### config.mk
export PLATFORM = sky130hd
export DESIGN_NAME = inst_fetch
export DESIGN_NICKNAME = d
export VERILOG_FILES = /design/src/rtl/inst_fetch.sv
export SDC_FILE = /design/constraint.sdc
export NUM_CORES = 1
export LEC_CHECK = 0
export CORE_MARGIN = 5
export CORE_UTILIZATION = 25
export CTS_CLUSTER_DIAMETER = 30
export DETAILED_ROUTE_END_ITERATION = 16
export PLACE_DENSITY = 0.48
export SYNTH_ARGS = -nofsm -noshare
export SYNTH_HDL_FRONTEND = slang
export SYNTH_SLANG_ARGS = --single-unit
export TNS_END_PERCENT = 100
### constraint.sdc
create_clock -name clk -period 2.8 [get_ports clk]
set_input_delay 0.42 -clock clk [delete_from_list [all_inputs] [get_ports clk]]
set_output_delay 0.42 -clock clk [all_outputs]
set_load 0.02 [all_outputs]
### src/rtl/inst_fetch.sv
// Instruction fetch stage. It keeps at most one memory request in flight and
// uses a one-entry skid buffer for a response that arrives while decode stalls.
module inst_fetch #(
  parameter logic [31:0] RESET_PC = 32'h0000_0000,
  parameter logic [31:0] NOP_INST = 32'h0000_0013
) (
  input  logic        clk,
  input  logic        rst,
  input  logic        stall,
  input  logic        redirect,
  input  logic [31:0] redirectPc,
  output logic        imemReq,
  output logic [31:0] imemAddr,
  input  logic        imemValid,
  input  logic [31:0] imemRdata,
  output logic [31:0] inst,
  output logic [31:0] pcOut,
  output logic        instValid
);

  localparam int unsigned XLEN = 32;
  localparam logic [XLEN-1:0] PC_STEP = XLEN'(4);

  typedef enum logic [1:0] {
    ST_REQ  = 2'd0,
    ST_WAIT = 2'd1,
    ST_FULL = 2'd2
  } state_e;

  state_e            state_q, state_d;
  logic [XLEN-1:0]   pc_q, pc_d;
  logic [XLEN-1:0]   req_pc_q, req_pc_d;
  logic              discard_q, discard_d;
  logic [XLEN-1:0]   buf_inst_q, buf_inst_d;
  logic [XLEN-1:0]   buf_pc_q, buf_pc_d;
  logic [XLEN-1:0]   inst_q, inst_d;
  logic [XLEN-1:0]   pc_out_q, pc_out_d;
  logic              inst_valid_q, inst_valid_d;
  logic              loaded;
  logic [XLEN-1:0]   seq_pc;

  // The address after the request is 32-bit modulo, so it wraps at the top of memory.
  assign seq_pc = req_pc_q + PC_STEP;

  // A request is issued only from REQ, and a redirect in the same cycle suppresses it.
  assign imemReq   = (state_q == ST_REQ) && !redirect;
  assign imemAddr  = pc_q;
  assign inst      = inst_q;
  assign pcOut     = pc_out_q;
  assign instValid = inst_valid_q;

  // Next-state and next-output computation; a redirect overrides a stall.
  always_comb begin
    state_d      = state_q;
    pc_d         = pc_q;
    req_pc_d     = req_pc_q;
    discard_d    = discard_q;
    buf_inst_d   = buf_inst_q;
    buf_pc_d     = buf_pc_q;
    inst_d       = inst_q;
    pc_out_d     = pc_out_q;
    inst_valid_d = inst_valid_q;
    loaded       = 1'b0;

    unique case (state_q)
      ST_REQ: begin
        if (redirect) begin
          pc_d = redirectPc;
        end else begin
          req_pc_d = pc_q;
          state_d  = ST_WAIT;
        end
      end
      ST_WAIT: begin
        if (imemValid) begin
          if (discard_q || redirect) begin
            discard_d = 1'b0;
            state_d   = ST_REQ;
            if (redirect) pc_d = redirectPc;
          end else if (!stall || !inst_valid_q) begin
            inst_d       = imemRdata;
            pc_out_d     = req_pc_q;
            inst_valid_d = 1'b1;
            loaded       = 1'b1;
            pc_d         = seq_pc;
            state_d      = ST_REQ;
          end else begin
            buf_inst_d = imemRdata;
            buf_pc_d   = req_pc_q;
            pc_d       = seq_pc;
            state_d    = ST_FULL;
          end
        end else if (redirect) begin
          discard_d = 1'b1;
          pc_d      = redirectPc;
        end
      end
      ST_FULL: begin
        if (redirect) begin
          pc_d    = redirectPc;
          state_d = ST_REQ;
        end else if (!stall) begin
          inst_d       = buf_inst_q;
          pc_out_d     = buf_pc_q;
          inst_valid_d = 1'b1;
          loaded       = 1'b1;
          state_d      = ST_REQ;
        end
      end
      default: state_d = ST_REQ;
    endcase

    if (redirect) begin
      inst_d       = NOP_INST;
      inst_valid_d = 1'b0;
    end else if (!stall && !loaded) begin
      inst_d       = NOP_INST;
      inst_valid_d = 1'b0;
    end
  end

  // State and output registers; reset abandons any in-flight request.
  always_ff @(posedge clk or negedge rst) begin
    if (!rst) begin
      state_q      <= ST_REQ;
      pc_q         <= RESET_PC;
      req_pc_q     <= '0;
      discard_q    <= 1'b0;
      buf_inst_q   <= NOP_INST;
      buf_pc_q     <= '0;
      inst_q       <= NOP_INST;
      pc_out_q     <= '0;
      inst_valid_q <= 1'b0;
    end else begin
      state_q      <= state_d;
      pc_q         <= pc_d;
      req_pc_q     <= req_pc_d;
      discard_q    <= discard_d;
      buf_inst_q   <= buf_inst_d;
      buf_pc_q     <= buf_pc_d;
      inst_q       <= inst_d;
      pc_out_q     <= pc_out_d;
      inst_valid_q <= inst_valid_d;
    end
  end

endmodule

==> summary.txt, run 1 <==
Synthesis
  • Post-synth top area share: 53.51%
  • Yosys reg bits: 196
  • Most common flop cell mapped by yosys: dfrtp_1
  • Async set or reset register ratio after synthesis: 100.0%
  • Ranking of synthesized cells by area: dfrtp_1 (54%), mux2_2 (11%), mux2i_1 (6.9%)
  • Number of synthesized flops with an enable pin: 0
  • Synthesized Nets: 789
  • Post-Syn Area: 8885 sq um
  • Syn_area_per_cell: 12.43 sq um
  • Top cell type by total area after synthesis: dfrtp_1
  • Post-synthesis sequential area ratio: 55.29%
  • Warnings, synthesis: 0
  • Yosys cell types: 51
  • Synthesized instance count: 715

Global routing
  • Largest net degree at the start of global routing: 68
  • Grt ovf: 0
  • First-pass GRT wire length: 39510 microns
  • Initial antenna violation count: 2
  • GRT Overall Usage: 13.05%
  • Vias in the first global route: 6491

Timing
  • Final hold viol count: 0
  • Clock Skew: 22.15 ps
  • Post-layout min period: 2603 ps
  • Slew Viols, Final: 0
  • Period Utilization, post-route: 92.96%
  • Slew HR: 51.51%
  • Min setup slack post-route: 197.1 ps
  • Final setup fails: 0
  • RSZ-0062 raised after global routing: no
  • Maximum clock frequency: 0.3842 GHz
  • Worst Tran Pin Value: 727.4 ps
  • Final TNS setup: 0 ps

Min path
  • Min-delay worst type: register to register
  • HP Start: inst[0]
  • Worst Hold Path EP: inst[0]
  • Hold Path Stages: 2

Cells and area
  • Fin nets: 948
  • Fillers: 3554
  • Commonest non-fill, non-tap cell in the layout: dfrtp_1
  • Ratio of cells with drive above 1 in the final layout: 18.38%
  • Area delta synth->final: 31.71%
  • Commonest non-fill, non-tap cells in the layout: dfrtp_1 (190), clkdlybuf4s50_1 (165), mux2_2 (88)

Placed design
  • I/O Buffers: 166
  • Dpl ws: 352.9 ps
  • GPL Wtd Cong: 0.7822
  • Post-DP HPWL: 17110 microns

Floorplan
  • Die H: 198.5 microns
  • Die area: 39410 sq um
  • Num ports: 167
  • Core Footprint: 35310 sq um
  • Placement row count: 69
  • Die W: 198.5 microns
  • Effective utilization at floorplan: 25.16%

Clock network
  • CTS Sinks: 196
  • TritonCTS Buffers: 17
  • Clock Tree Buf Depth: 2
  • H-tree Lvls: 4
  • Root Driver: clkbuf_16
  • CTS tree: done
  • Clk slew on worst S/H paths: 80 ps
  • Clock latency on the worst-skew pair: 460 ps

Route
  • Antenna viol nets, final: 0
  • Drc violations: 0
  • Wl on met1: 12180 microns
  • Vias per inst: 4.596
  • Drt pass-1 iters: 4
  • DR iter-0 viols: 310
  • Vias: 6200
  • Top layer reached by signal wires: met5
  • Metal2 WL: 11480 microns
  • Met3 wire len: 1393 microns
  • Drt wl/cell: 18.87 microns
  • Drt total wl: 25460 microns

Pwr
  • Pwr dens: 911.9 nW/um^2
  • Max VDD drop: 512.7 uV
  • Leak Pwr: 0.004729 uW

Setup path
  • Critical-path cell list: inv_1 > ha_1 > nor2b_4 > clkdlybuf4s50_1
  • Startpoint types: register
  • Reg-to-Reg End: imemAddr[7]
  • Worst Path Arrival: 2180 ps
  • R2R cell count: 7
  • Slowest cell on the critical path: clkdlybuf4s50_1
  • Critical path required time: 2380 ps
  • CP top delay family: buffers and inverters
  • Flop-to-flop setup slack: 650 ps
  • Worst r2r src: state_q[0]
  • CP peak stage delay: 640 ps
  • Crit Path Class: register to output pin
  • CP bufs+invs: 2
  • Critical path capture point type: output pin
  • Crit Path Max Fanout: 5

Run
  • Max-Cap Viols: 0

Outcome
  • Status: completed
==> where the power goes <==
| part | total (uW) | internal [uW] | switching [uW] |
|---|---|---|---|
| clock | 2550 | 1280 | 1280 |
| combinational | 3540 | 1760 | 1790 |
| sequential | 4580 | 3740 | 832 |
| total | 10700 | 6780 | 3890 |
==> area by class of cell <==
cell class,count,area [sq um],share of cell area (%)
diodes,1,2.502,0.02138
clock buffers,18,429.2,3.667
clock inverters,14,163.9,1.401
inverters,12,45.04,0.3849
multi-input cells,461,3692,31.55
flip-flops and latches,196,4912,41.98
well taps,461,576.8,4.929
repair buffers,186,1881,16.07
==> sequential cells by signal (all words and copies together) (netlist names), 2 cells and up <==
name        flops
buf_pc_q       32
req_pc_q       32
buf_inst_q     32
imemAddr       32
pcOut          32
inst           32
state_q         2
==> stage by stage <==
step	std cells	total power, uW	hold WS [ps]	area [sq um]	util, %
4_1_cts	1348	10870	468.1	11700	33.13
6_report	1349	10670	463.5	11700	33.14
3_3_place_gp	1315	8208	451.7	11100	31.43
3_5_place_dp	1315	8237	456.3	11100	31.43
2_1_floorplan	715	6577	124.4	8885	-
5_1_grt	1349	11350	490.5	11700	33.14
==> metal layers <==
layer | GRT usage [%] | up-vias
met2 | 19.97 | 145
met3 | 3.743 | 21
met4 | 3.521 | 2
met1 | 18.23 | 3113
li1 | - | 2919
met5 | 0 | -
==> synthesized netlist by cell type, types with 9 or more instances <==
cell type and number:
o22ai_1 12, inv_1 12, nand3_1 15, buf_2 15, mux2i_1 61, dfrtp_1 190
clkbuf_1 12, o2bb2ai_1 29, o21ai_0 19, nand2_1 22, xnor2_1 9, buf_4 12
a21oi_1 52, mux2_1 9, xor2_1 19, a22oi_1 18, nor2_1 45, mux2_2 88
==> repair_timing <==
action                    4_1_cts  5_1_grt
buffers inserted                0        0
hold endpoints to repair       41        0
gates resized for setup         0        0
hold buffers                    1        0
==> how the worst max path moves through the flow <==
stage,from,end,slack [ps],cells after the start
after global placement,redirect,imemAddr[7],370,6
after floorplan,state_q[0],imemAddr[18],840,10
after global routing,state_q[0],imemReq,120,4
after CTS,state_q[0],imemReq,130,4
after detailed placement,redirect,imemAddr[18],350,6
final,state_q[0],imemReq,200,4
==> kinds of logic after synthesis <==
kind of cell	synth area share [%]
muxes	19.17
adders and majority gates	0.7041
xor gates and xnor gates	2.760
DFF	55.29
and+or+nand+nor	7.098
buffers and inverters	3.535
AOI/OAI and AO/OA	11.45
==> worst register-to-register path: cells and delay by family (launching register included) <==
family / cells / cell delay [ps]
adder cells (fa/ha/maj): 1 / 290
buffers and inverters: 1 / 120
flip-flops: 1 / 400
AO/OA/AOI/OAI: 3 / 450
AND/OR/NAND/NOR: 2 / 760
No activity file was read; power rests on OpenSTA's default activity.
==> run 2: changes to the inputs <==
--- a/config.mk
+++ b/config.mk
@@ -5,7 +5,6 @@
 export SDC_FILE = /design/constraint.sdc
 export NUM_CORES = 1
 export LEC_CHECK = 0
-export CORE_MARGIN = 5
 export CORE_UTILIZATION = 25
 export CTS_CLUSTER_DIAMETER = 30
 export DETAILED_ROUTE_END_ITERATION = 16
==> summary.txt, run 2 (synthesis gave the netlist of run 1 again) <==
Pwr
  • Max VDD drop: 523.7 uV (+2.2%)
  • Leak Pwr: 0.004755 uW (+0.55%)
  • Pwr dens: 909.0 nW/um^2 (-0.32%)

Clock network
  • TritonCTS Buffers: 17 (unchanged)
  • CTS Sinks: 196 (unchanged)
  • CTS tree: done
  • Clock Tree Buf Depth: 2 (unchanged)
  • Post-CTS sizing: 0 (unchanged)
  • H-tree Lvls: 4 (unchanged)
  • Root Driver: clkbuf_16
  • Clk slew on worst S/H paths: 90 ps (about the same)
  • Clock latency on the worst-skew pair: 440 ps (-20 ps)

Min path
  • HP Start: inst[1]
  • Worst Hold Path EP: inst[1]
  • Min-delay worst type: register to register
  • Hold Path Stages: 2 (unchanged)

Route
  • Drt wl/cell: 18.39 microns (-2.6%)
  • Antenna viol nets, final: 0 (unchanged)
  • Drt total wl: 24750 microns (-2.8%)
  • Vias per inst: 4.561 (-0.76%)
  • Vias: 6139 (-0.98%)
  • DR iter-0 viols: 250 (-19%)
  • Drc violations: 0 (unchanged)
  • Drt pass-1 iters: 4 (unchanged)

Cells and area
  • Multi-input logic area: 3692 sq um (unchanged)
  • Ratio of cells with drive above 1 in the final layout: 18.76% (+0.39 points)
  • Fin nets: 951 (+0.32%)
  • Non-filler cells, final: 1346 (-0.22%)
  • Fillers: 3500 (-1.5%)
  • Commonest non-fill, non-tap cell in the layout: dfrtp_1
  • Register area: 4912 sq um (unchanged)
  • Commonest non-fill, non-tap cells in the layout: dfrtp_1 (190), clkdlybuf4s50_1 (165), mux2_2 (88)
  • Area delta synth->final: 32.16%

Placed design
  • Placed Instances: 1312 (-0.23%)
  • GPL Wtd Cong: 0.7222 (-7.7%)
  • I/O Buffers: 166 (unchanged)
  • Post-DP HPWL: 16830 microns (-1.7%)
  • Dpl ws: 367.9 ps (+15.04 ps)

Setup path
  • CP startpoint: state_q[0]
  • Crit Path Class: register to output pin
  • Reg-to-Reg End: pcOut[12]
  • Critical-path cell list: inv_1 > ha_1 > nor2b_4 > clkdlybuf4s50_1
  • CP peak stage delay: 620 ps (-20 ps)
  • Startpoint types: register
  • Flop-to-flop setup slack: 490 ps (-160 ps)
  • Critical path required time: 2380 ps (about the same)
  • Critical path capture point type: output pin
  • Slowest cell on the critical path: clkdlybuf4s50_1
  • Worst Path Arrival: 2140 ps (-40 ps)
  • Crit Path Max Fanout: 5 (unchanged)
  • R2R cell count: 8 (+1)
  • Worst r2r src: state_q[0]

Outcome
  • Status: completed

Global routing
  • GRT Overall Usage: 14.14% (+1.1 points)
  • Grt ovf: 0 (unchanged)
  • First-pass GRT wire length: 38850 microns (-1.7%)
  • Vias in the first global route: 6258 (-3.6%)
  • Largest net degree at the start of global routing: 62 (-8.8%)
  • Initial antenna violation count: 1 (-1)

Floorplan
  • Die H: 190.5 microns (-4.0%)
  • Core Footprint: 34800 sq um (-1.4%)
  • Placement row count: 68 (-1.4%)
  • Num ports: 167 (unchanged)
  • Die area: 36300 sq um (-7.9%)
  • Die W: 190.5 microns (-4.0%)
  • Effective utilization at floorplan: 25.53% (+0.37 points)

Timing
  • Final hold viol count: 0 (unchanged)
  • RSZ-0062 raised after global routing: no
  • Maximum clock frequency: 0.3901 GHz (+1.5%)
  • Clock Skew: 15.96 ps (-6.187 ps)
  • Final setup fails: 0 (unchanged)
  • Slew HR: 59.44% (+7.9 points)
  • Post-layout min period: 2564 ps (-39.33 ps)
  • Final TNS setup: 0 ps (unchanged)
  • WHS: 462.5 ps (-1.038 ps)
  • Period Utilization, post-route: 91.56% (-1.4 points)
  • Slew Viols, Final: 0 (unchanged)
  • Min setup slack post-route: 236.4 ps (+39.33 ps)
  • Worst Tran Pin Value: 608.4 ps (-118.9 ps)

Run
  • Max-Cap Viols: 0 (unchanged)
-- run 2: changes by cell type in the layout (fill, tap and decap cells not counted), sizes merged --
cell      before  now
bufinv         1    0
clkbuf        19   18
clkinvlp       1    0
buf           19   22
inv           19   20
clkinv         5    7
-- run 2: how the worst max path moves through the flow --
| stage | endpoint | slack, ps | cells after the start |
|---|---|---|---|
| CTS | imemReq | 170 | 4 |
| detailed placement | imemAddr[15] | 370 | 6 |
| global placement | imemAddr[18] | 380 | 6 |
| floorplan | imemAddr[18] | 840 | 10 |
| finish | imemReq | 240 | 4 |
| global route | imemReq | 130 | 4 |
-- run 2: through the flow --
| stage | instance area [sq um] | util [%] | total power (uW) |
|---|---|---|---|
| final | 11740 | 33.74 | 10670 |
| after global routing | 11740 | 33.74 | 11360 |
| after floorplan | 8885 | - | 6577 |
| after CTS | 11740 | 33.74 | 10850 |
| after detailed placement | 11120 | 31.97 | 8250 |
| after global placement | 11120 | 31.97 | 8215 |
-- run 2: power breakdown --
group	internal [uW]	switching, uW	total [uW]
logic	1760	1800	3560
clock network	1220	1310	2530
registers	3740	842	4590
-- run 2: repair_timing --
item	CTS	global route
hold endpoints to repair	31	0
hold buffers	1	0
setup buffers	0	0
-- run 2: area by class of cell --
cell class	instances	share of cell area, %
multi-input cells	461	31.44
diodes	1	0.02131
clock inverters	15	1.534
flip-flops and latches	196	41.83
inverters	12	0.3836
repair buffers	189	16.31
well taps	455	4.848
clock buffers	17	3.623
-- run 2: routing by layer --
layer / vias up / GRT usage (%) / wire, microns
met1: 3072 / 19.80 / 12150
met2: 145 / 22.01 / 11200
met4: 0 / 3.138 / 167
met3: 9 / 3.257 / 1229
li1: 2913 / - / -
met5: - / 0 / 0
-- run 2: worst max-delay path: cells and delay by family, from the launching register on --
family	cells	cell delay (ps)
fa+ha+maj	1	270
flops	1	420
buf+inv	2	770
simple gates	1	230
